File: src/rtl/netlist_bist_sequencer_if.sv
// Stimulus/response and status bundle between the BIST sequencer and its controller.
// master: controller plus netlist side; slave: the sequencer.
interface netlist_bist_sequencer_if #(
    parameter int IN_W  = 3,
    parameter int OUT_W = 3
) ();
    logic             start;
    logic [IN_W-1:0]  pat;
    logic [OUT_W-1:0] resp;
    logic             busy;
    logic             done;
    logic [15:0]      sig;
    logic             pass;

    modport master (
        output start, resp,
        input  pat, busy, done, sig, pass
    );

    modport slave (
        input  start, resp,
        output pat, busy, done, sig, pass
    );
endinterface

File: src/rtl/netlist_bist_sequencer.sv
// BIST sequencer: drives patterns into a netlist and compacts responses into a 16-bit MISR.
// Define PATTERN_LFSR_EN for LFSR stimulus instead of the default counter.
module netlist_bist_sequencer #(
    parameter int          IN_W    = 3,
    parameter int          OUT_W   = 3,
    parameter int          NUM_PAT = 8,
    parameter logic [15:0] GOLDEN  = 16'h0000
) (
    input logic clk,
    input logic rst,
    netlist_bist_sequencer_if.slave bus
);
    localparam int IDX_W = $clog2(NUM_PAT) + 1;
    localparam logic [IDX_W-1:0] LAST = IDX_W'(NUM_PAT - 1);

    typedef enum logic [1:0] {IDLE, RUN, FINISH} state_t;

    state_t           state;
    logic [IDX_W-1:0] idx;
    logic [IN_W-1:0]  pat_q;
    logic             busy_q;
    logic             done_q;
    logic             pass_q;
    logic [15:0]      sig_q;
    logic [15:0]      sig_nxt;
    logic [IN_W-1:0]  pat_first;
    logic [IN_W-1:0]  pat_step;

    assign sig_nxt = {sig_q[14:0],
                      sig_q[15] ^ sig_q[13] ^ sig_q[12] ^ sig_q[10]}
                     ^ 16'(bus.resp);

`ifdef PATTERN_LFSR_EN
    localparam logic [15:0] SEED = 16'hACE1;

    logic [15:0] lfsr;
    logic [15:0] lfsr_nxt;

    assign lfsr_nxt  = {lfsr[14:0], lfsr[15] ^ lfsr[13] ^ lfsr[12] ^ lfsr[10]};
    assign pat_first = SEED[IN_W-1:0];
    assign pat_step  = lfsr_nxt[IN_W-1:0];

    // Advances only when idx does, so pattern k is always lfsr after k steps
    always_ff @(posedge clk or posedge rst) begin
        if (rst) begin
            lfsr <= SEED;
        end else if (state == IDLE && bus.start) begin
            lfsr <= SEED;
        end else if (state == RUN && idx != LAST) begin
            lfsr <= lfsr_nxt;
        end
    end
`else
    // pat tracks idx modulo 2^IN_W, so a plain increment wraps correctly
    assign pat_first = '0;
    assign pat_step  = pat_q + IN_W'(1);
`endif

    always_ff @(posedge clk or posedge rst) begin
        if (rst) begin
            state  <= IDLE;
            idx    <= '0;
            pat_q  <= '0;
            busy_q <= 1'b0;
            done_q <= 1'b0;
            sig_q  <= '0;
            pass_q <= 1'b0;
        end else begin
            unique case (state)
                IDLE: begin
                    if (bus.start) begin
                        state  <= RUN;
                        idx    <= '0;
                        pat_q  <= pat_first;
                        busy_q <= 1'b1;
                        sig_q  <= '0;
                        pass_q <= 1'b0;
                    end
                end
                RUN: begin
                    sig_q <= sig_nxt;
                    if (idx == LAST) begin
                        state  <= FINISH;
                        busy_q <= 1'b0;
                        done_q <= 1'b1;
                        // Compare the final signature so pass is valid with done
                        pass_q <= (sig_nxt == GOLDEN);
                    end else begin
                        idx   <= idx + IDX_W'(1);
                        pat_q <= pat_step;
                    end
                end
                FINISH: begin
                    state  <= IDLE;
                    done_q <= 1'b0;
                end
                default: begin
                    state  <= IDLE;
                    busy_q <= 1'b0;
                    done_q <= 1'b0;
                end
            endcase
        end
    end

    assign bus.pat  = pat_q;
    assign bus.busy = busy_q;
    assign bus.done = done_q;
    assign bus.sig  = sig_q;
    assign bus.pass = pass_q;
endmodule

File: src/flat_wrapper.sv
// flat-port wrapper written by rule: the top's interface ports become plain ports
module netlist_bist_sequencer_flat 
#(
    parameter int          IN_W    = 3,
    parameter int          OUT_W   = 3,
    parameter int          NUM_PAT = 8,
    parameter logic [15:0] GOLDEN  = 16'h0000
)
  (clk, rst, bus_start, bus_resp, bus_pat, bus_busy, bus_done, bus_sig, bus_pass);
  netlist_bist_sequencer_if #(.IN_W(IN_W), .OUT_W(OUT_W)) bus_i ();
  input logic clk;
  input logic rst;
  input wire logic [$bits(bus_i.start)-1:0] bus_start;
  input wire logic [$bits(bus_i.resp)-1:0] bus_resp;
  output wire logic [$bits(bus_i.pat)-1:0] bus_pat;
  output wire logic [$bits(bus_i.busy)-1:0] bus_busy;
  output wire logic [$bits(bus_i.done)-1:0] bus_done;
  output wire logic [$bits(bus_i.sig)-1:0] bus_sig;
  output wire logic [$bits(bus_i.pass)-1:0] bus_pass;
  assign bus_i.start = bus_start;
  assign bus_i.resp = bus_resp;
  assign bus_pat = bus_i.pat;
  assign bus_busy = bus_i.busy;
  assign bus_done = bus_i.done;
  assign bus_sig = bus_i.sig;
  assign bus_pass = bus_i.pass;
  netlist_bist_sequencer #(.IN_W(IN_W), .OUT_W(OUT_W), .NUM_PAT(NUM_PAT), .GOLDEN(GOLDEN)) u_core (.clk(clk), .rst(rst), .bus(bus_i));
endmodule
File: config.mk
export PLATFORM = sky130hd
export DESIGN_NAME = netlist_bist_sequencer_flat
export DESIGN_NICKNAME = d
export VERILOG_FILES = /design/src/rtl/netlist_bist_sequencer_if.sv /design/src/rtl/netlist_bist_sequencer.sv /design/src/flat_wrapper.sv
export SDC_FILE = /design/constraint.sdc
export NUM_CORES = 1
export LEC_CHECK = 0
export BUFFER_PORTS_ARGS = -buffer_cell sky130_fd_sc_hd__buf_2
export CORE_MARGIN = 3
export CORE_UTILIZATION = 55
export DETAILED_ROUTE_END_ITERATION = 10
export PLACE_DENSITY = 0.88
export SETUP_SLACK_MARGIN = 0.15
export SLEW_MARGIN = 15
export SYNTH_ARGS = -nofsm -noshare
export SYNTH_HDL_FRONTEND = slang
export SYNTH_SLANG_ARGS = --single-unit
File: constraint.sdc
create_clock -name clk -period 4.25 [get_ports clk]
set_input_delay 0.85 -clock clk [delete_from_list [all_inputs] [get_ports clk]]
set_output_delay 0.85 -clock clk [all_outputs]
set_load 0.01 [all_outputs]
==> impl_metrics.ini <==
[yosys]
postSynthCellCount = 99
avgSynthCellArea_um2 = 12.18
synth_fa_ha_area_share_pct = 2.075
synth_compound_area_share_pct = 15.77
synth_top_family_by_area = simple AND/OR/NAND/NOR gates
yosysSeqAreaShare_pct = 58.09
synth_cell_type_count = 30
yosys_warnings = 0
synth-simple-area-share_pct = 16.08
synth_largest_area_cell = dfrtp_1
synth_edf_count = 0
synth_nets = 107
syn_area_um2 = 1206
synth_flop_cell = dfrtp_1
synth_top_area_share_pct = 58.09
synth.area.mux_share_pct = 0
ys_ff_latch = 28
synth-xor-area-share_pct = 5.809
async_flop_share_pct = 100.0
synth_area_leaders = dfrtp_1, a22o_1, nand3_1, xnor2_1, xor2_1

[clock_tree]
postCtsSetupRepairBufs = 0
cts-root-buf = clkbuf_4
cts_hold_buf = 0
clk-insertion-delay-late_ns = 0.33
cts_buffers = 3
path_clk_slew_ns = 0.15
ctsResizeCount = 0
cts_sinks = 28
cts_tree = built
ctsLongestPathBuffers = 2
htreeDepth = 1

[sta]
final-hold-violation-count = 0
relSlewSlack_pct = 31.93
fin_crit_sh_pct = 44.03
fin_crit_ns = 1.871
timing.fmax_mhz = 534.4
rsz0062_at_grt = no
finalSetupViolations = 0
finalMaxSlewViolations = 0
clock_skew_ns = 0.007455
tns_ns = 0
tightest_slew_ns = 1.020

[setup_path]
arrival_ns = 2.09
cp_data_required_time_ns = 4.47
critPathMaxFanout = 24
worstSetupPathType = register to register
reg2reg_depth = 4
cp-start-kind = register
endpoint_kind = register

[power_and_ir_drop]
p_switching_uw = 452.9
cellPowerDensity_nw_per_um2 = 794.9
vdd_drop_max_mv = 0.4853
power_mw = 1.113
p_sw_share_pct = 40.69
combPwrFrac_pct = 44.3
p_seq_share_pct = 44.0
p_int_uw = 660.1
leakagePower_nw = 0.7470
pwr-share-clk_pct = 11.7

[hold_path]
min_path_cells = 1
hold_path.class = register to register

[placement]
gp_congestion = 0.7663
dp.final_hpwl_mm = 1.675
io_buffers = 27
placed_area_um2 = 1360

[detailed_routing]
drt-pass1-iter-count = 4
drc = 0
wl_per_cell_um = 15.54
vias = 881
via_per_inst = 5.721
final_antenna_net_count = 0
routed_wl_mm = 2.393
drtIter0Drc = 10

[floorplanning]
initial_utilization_pct = 59.65
die_y_um = 52.83
num_rows = 16
dieArea_um2 = 2791
io_pins = 28
die_width_um = 52.83
coreArea_um2 = 2022

[cells_and_area]
post-route-cell-area_um2 = 1400
num-nets-final = 136
n_fill_cell = 157
seqCellArea_um2 = 700.7
multi_input_area_um2 = 483.0
fin_util_pct = 69.25
layout.cells.most_common = dfrtp_1
drive_above_1_share_pct = 30.71
final_cell_mix = dfrtp_1, buf_2, a22o_1
syn_to_final_growth_pct = 16.08
antenna_cells = 0

[global_route]
grt_max_degree = 29
overflow = 0
grt_usage_pct = 20.02
grt_pass1_vias = 870
grt_pass1_wl_mm = 4.002
antenna_found_initial = 0

[status]
status = complete, no violations

[run]
maxCapViolCount = 0
## metal layers
layer  wire, um  track usage [%]  vias up
met3        124            3.134        5
met2       1126            31.61       27
met1       1101            26.99      434
met5          0                0        -
met4         42            8.936        0
li1           -                -      415
## stage by stage
step / setup WS (ns) / instances / hold slack (ns)
2_1_floorplan: 2.561 / 99 / 0.4815
3_3_place_gp: 2.123 / 150 / 0.4534
3_5_place_dp: 2.071 / 150 / 0.4809
5_1_grt: 2.216 / 154 / 0.5311
4_1_cts: 2.382 / 154 / 0.5126
6_report: 2.379 / 154 / 0.4993
## cell families after synthesis
family,after synthesis
fa+ha+maj,2
flops,28
xor+xnor,8
buf+inv,6
simple gates,32
compound gates,23
## synthesized netlist by cell type, types with 2 or more instances
library cell,number
clkbuf_1,2
nor2_1,5
nand3_1,9
nand2_1,6
a22o_1,14
o21ai_0,3
xnor2_1,4
ha_1,2
a22o_2,2
xor2_1,4
inv_1,2
dfrtp_1,28
## registers in the layout (all words and copies together), names as in the netlist
signal and count:
u_core.bus.pat 3, u_core.bus.pass 1, u_core.bus.sig 16, u_core.bus.busy 1, u_core.bus.done 1, u_core.state 2, u_core.idx 4
## power groups by stage
stage / sequential, mW / clock, mW / combinational [mW]
floorplan: 0.512 / 0 / 0.322
global placement: 0.481 / 0 / 0.481
detailed placement: 0.493 / 0 / 0.497
CTS: 0.488 / 0.131 / 0.498
global route: 0.505 / 0.140 / 0.554
finish: 0.490 / 0.130 / 0.494
## worst max-delay path: stages, from the launching register on
cell and delay, ns:
dfrtp_1 0.44, and2b_1 0.71, nand2_1 0.35, nand3_1 0.17, o21ai_0 0.09
## path summary, 6_finish.rpt
kind / start / endpoint / slack (ns)
min reg2reg: u_core.bus.busy / u_core.bus.busy / 0.50
max in group asynchronous: rst / u_core.bus.pat[1] / 2.90
min in group asynchronous: rst / u_core.bus.sig[2] / 0.73
max: u_core.state[1] / u_core.bus.pat[0] / 2.38
max reg2reg: u_core.state[1] / u_core.bus.pat[0] / 2.38
min: u_core.bus.busy / u_core.bus.busy / 0.50
## layout make-up
type	instances	area share (%)
Clock buffer	4	2.592
Inverter	3	0.8043
Multi-Input combinational cell	65	34.50
Sequential cell	28	50.04
Tap cell	27	2.413
Timing Repair Buffer	27	9.652
Power figures use the tool's default switching activity.
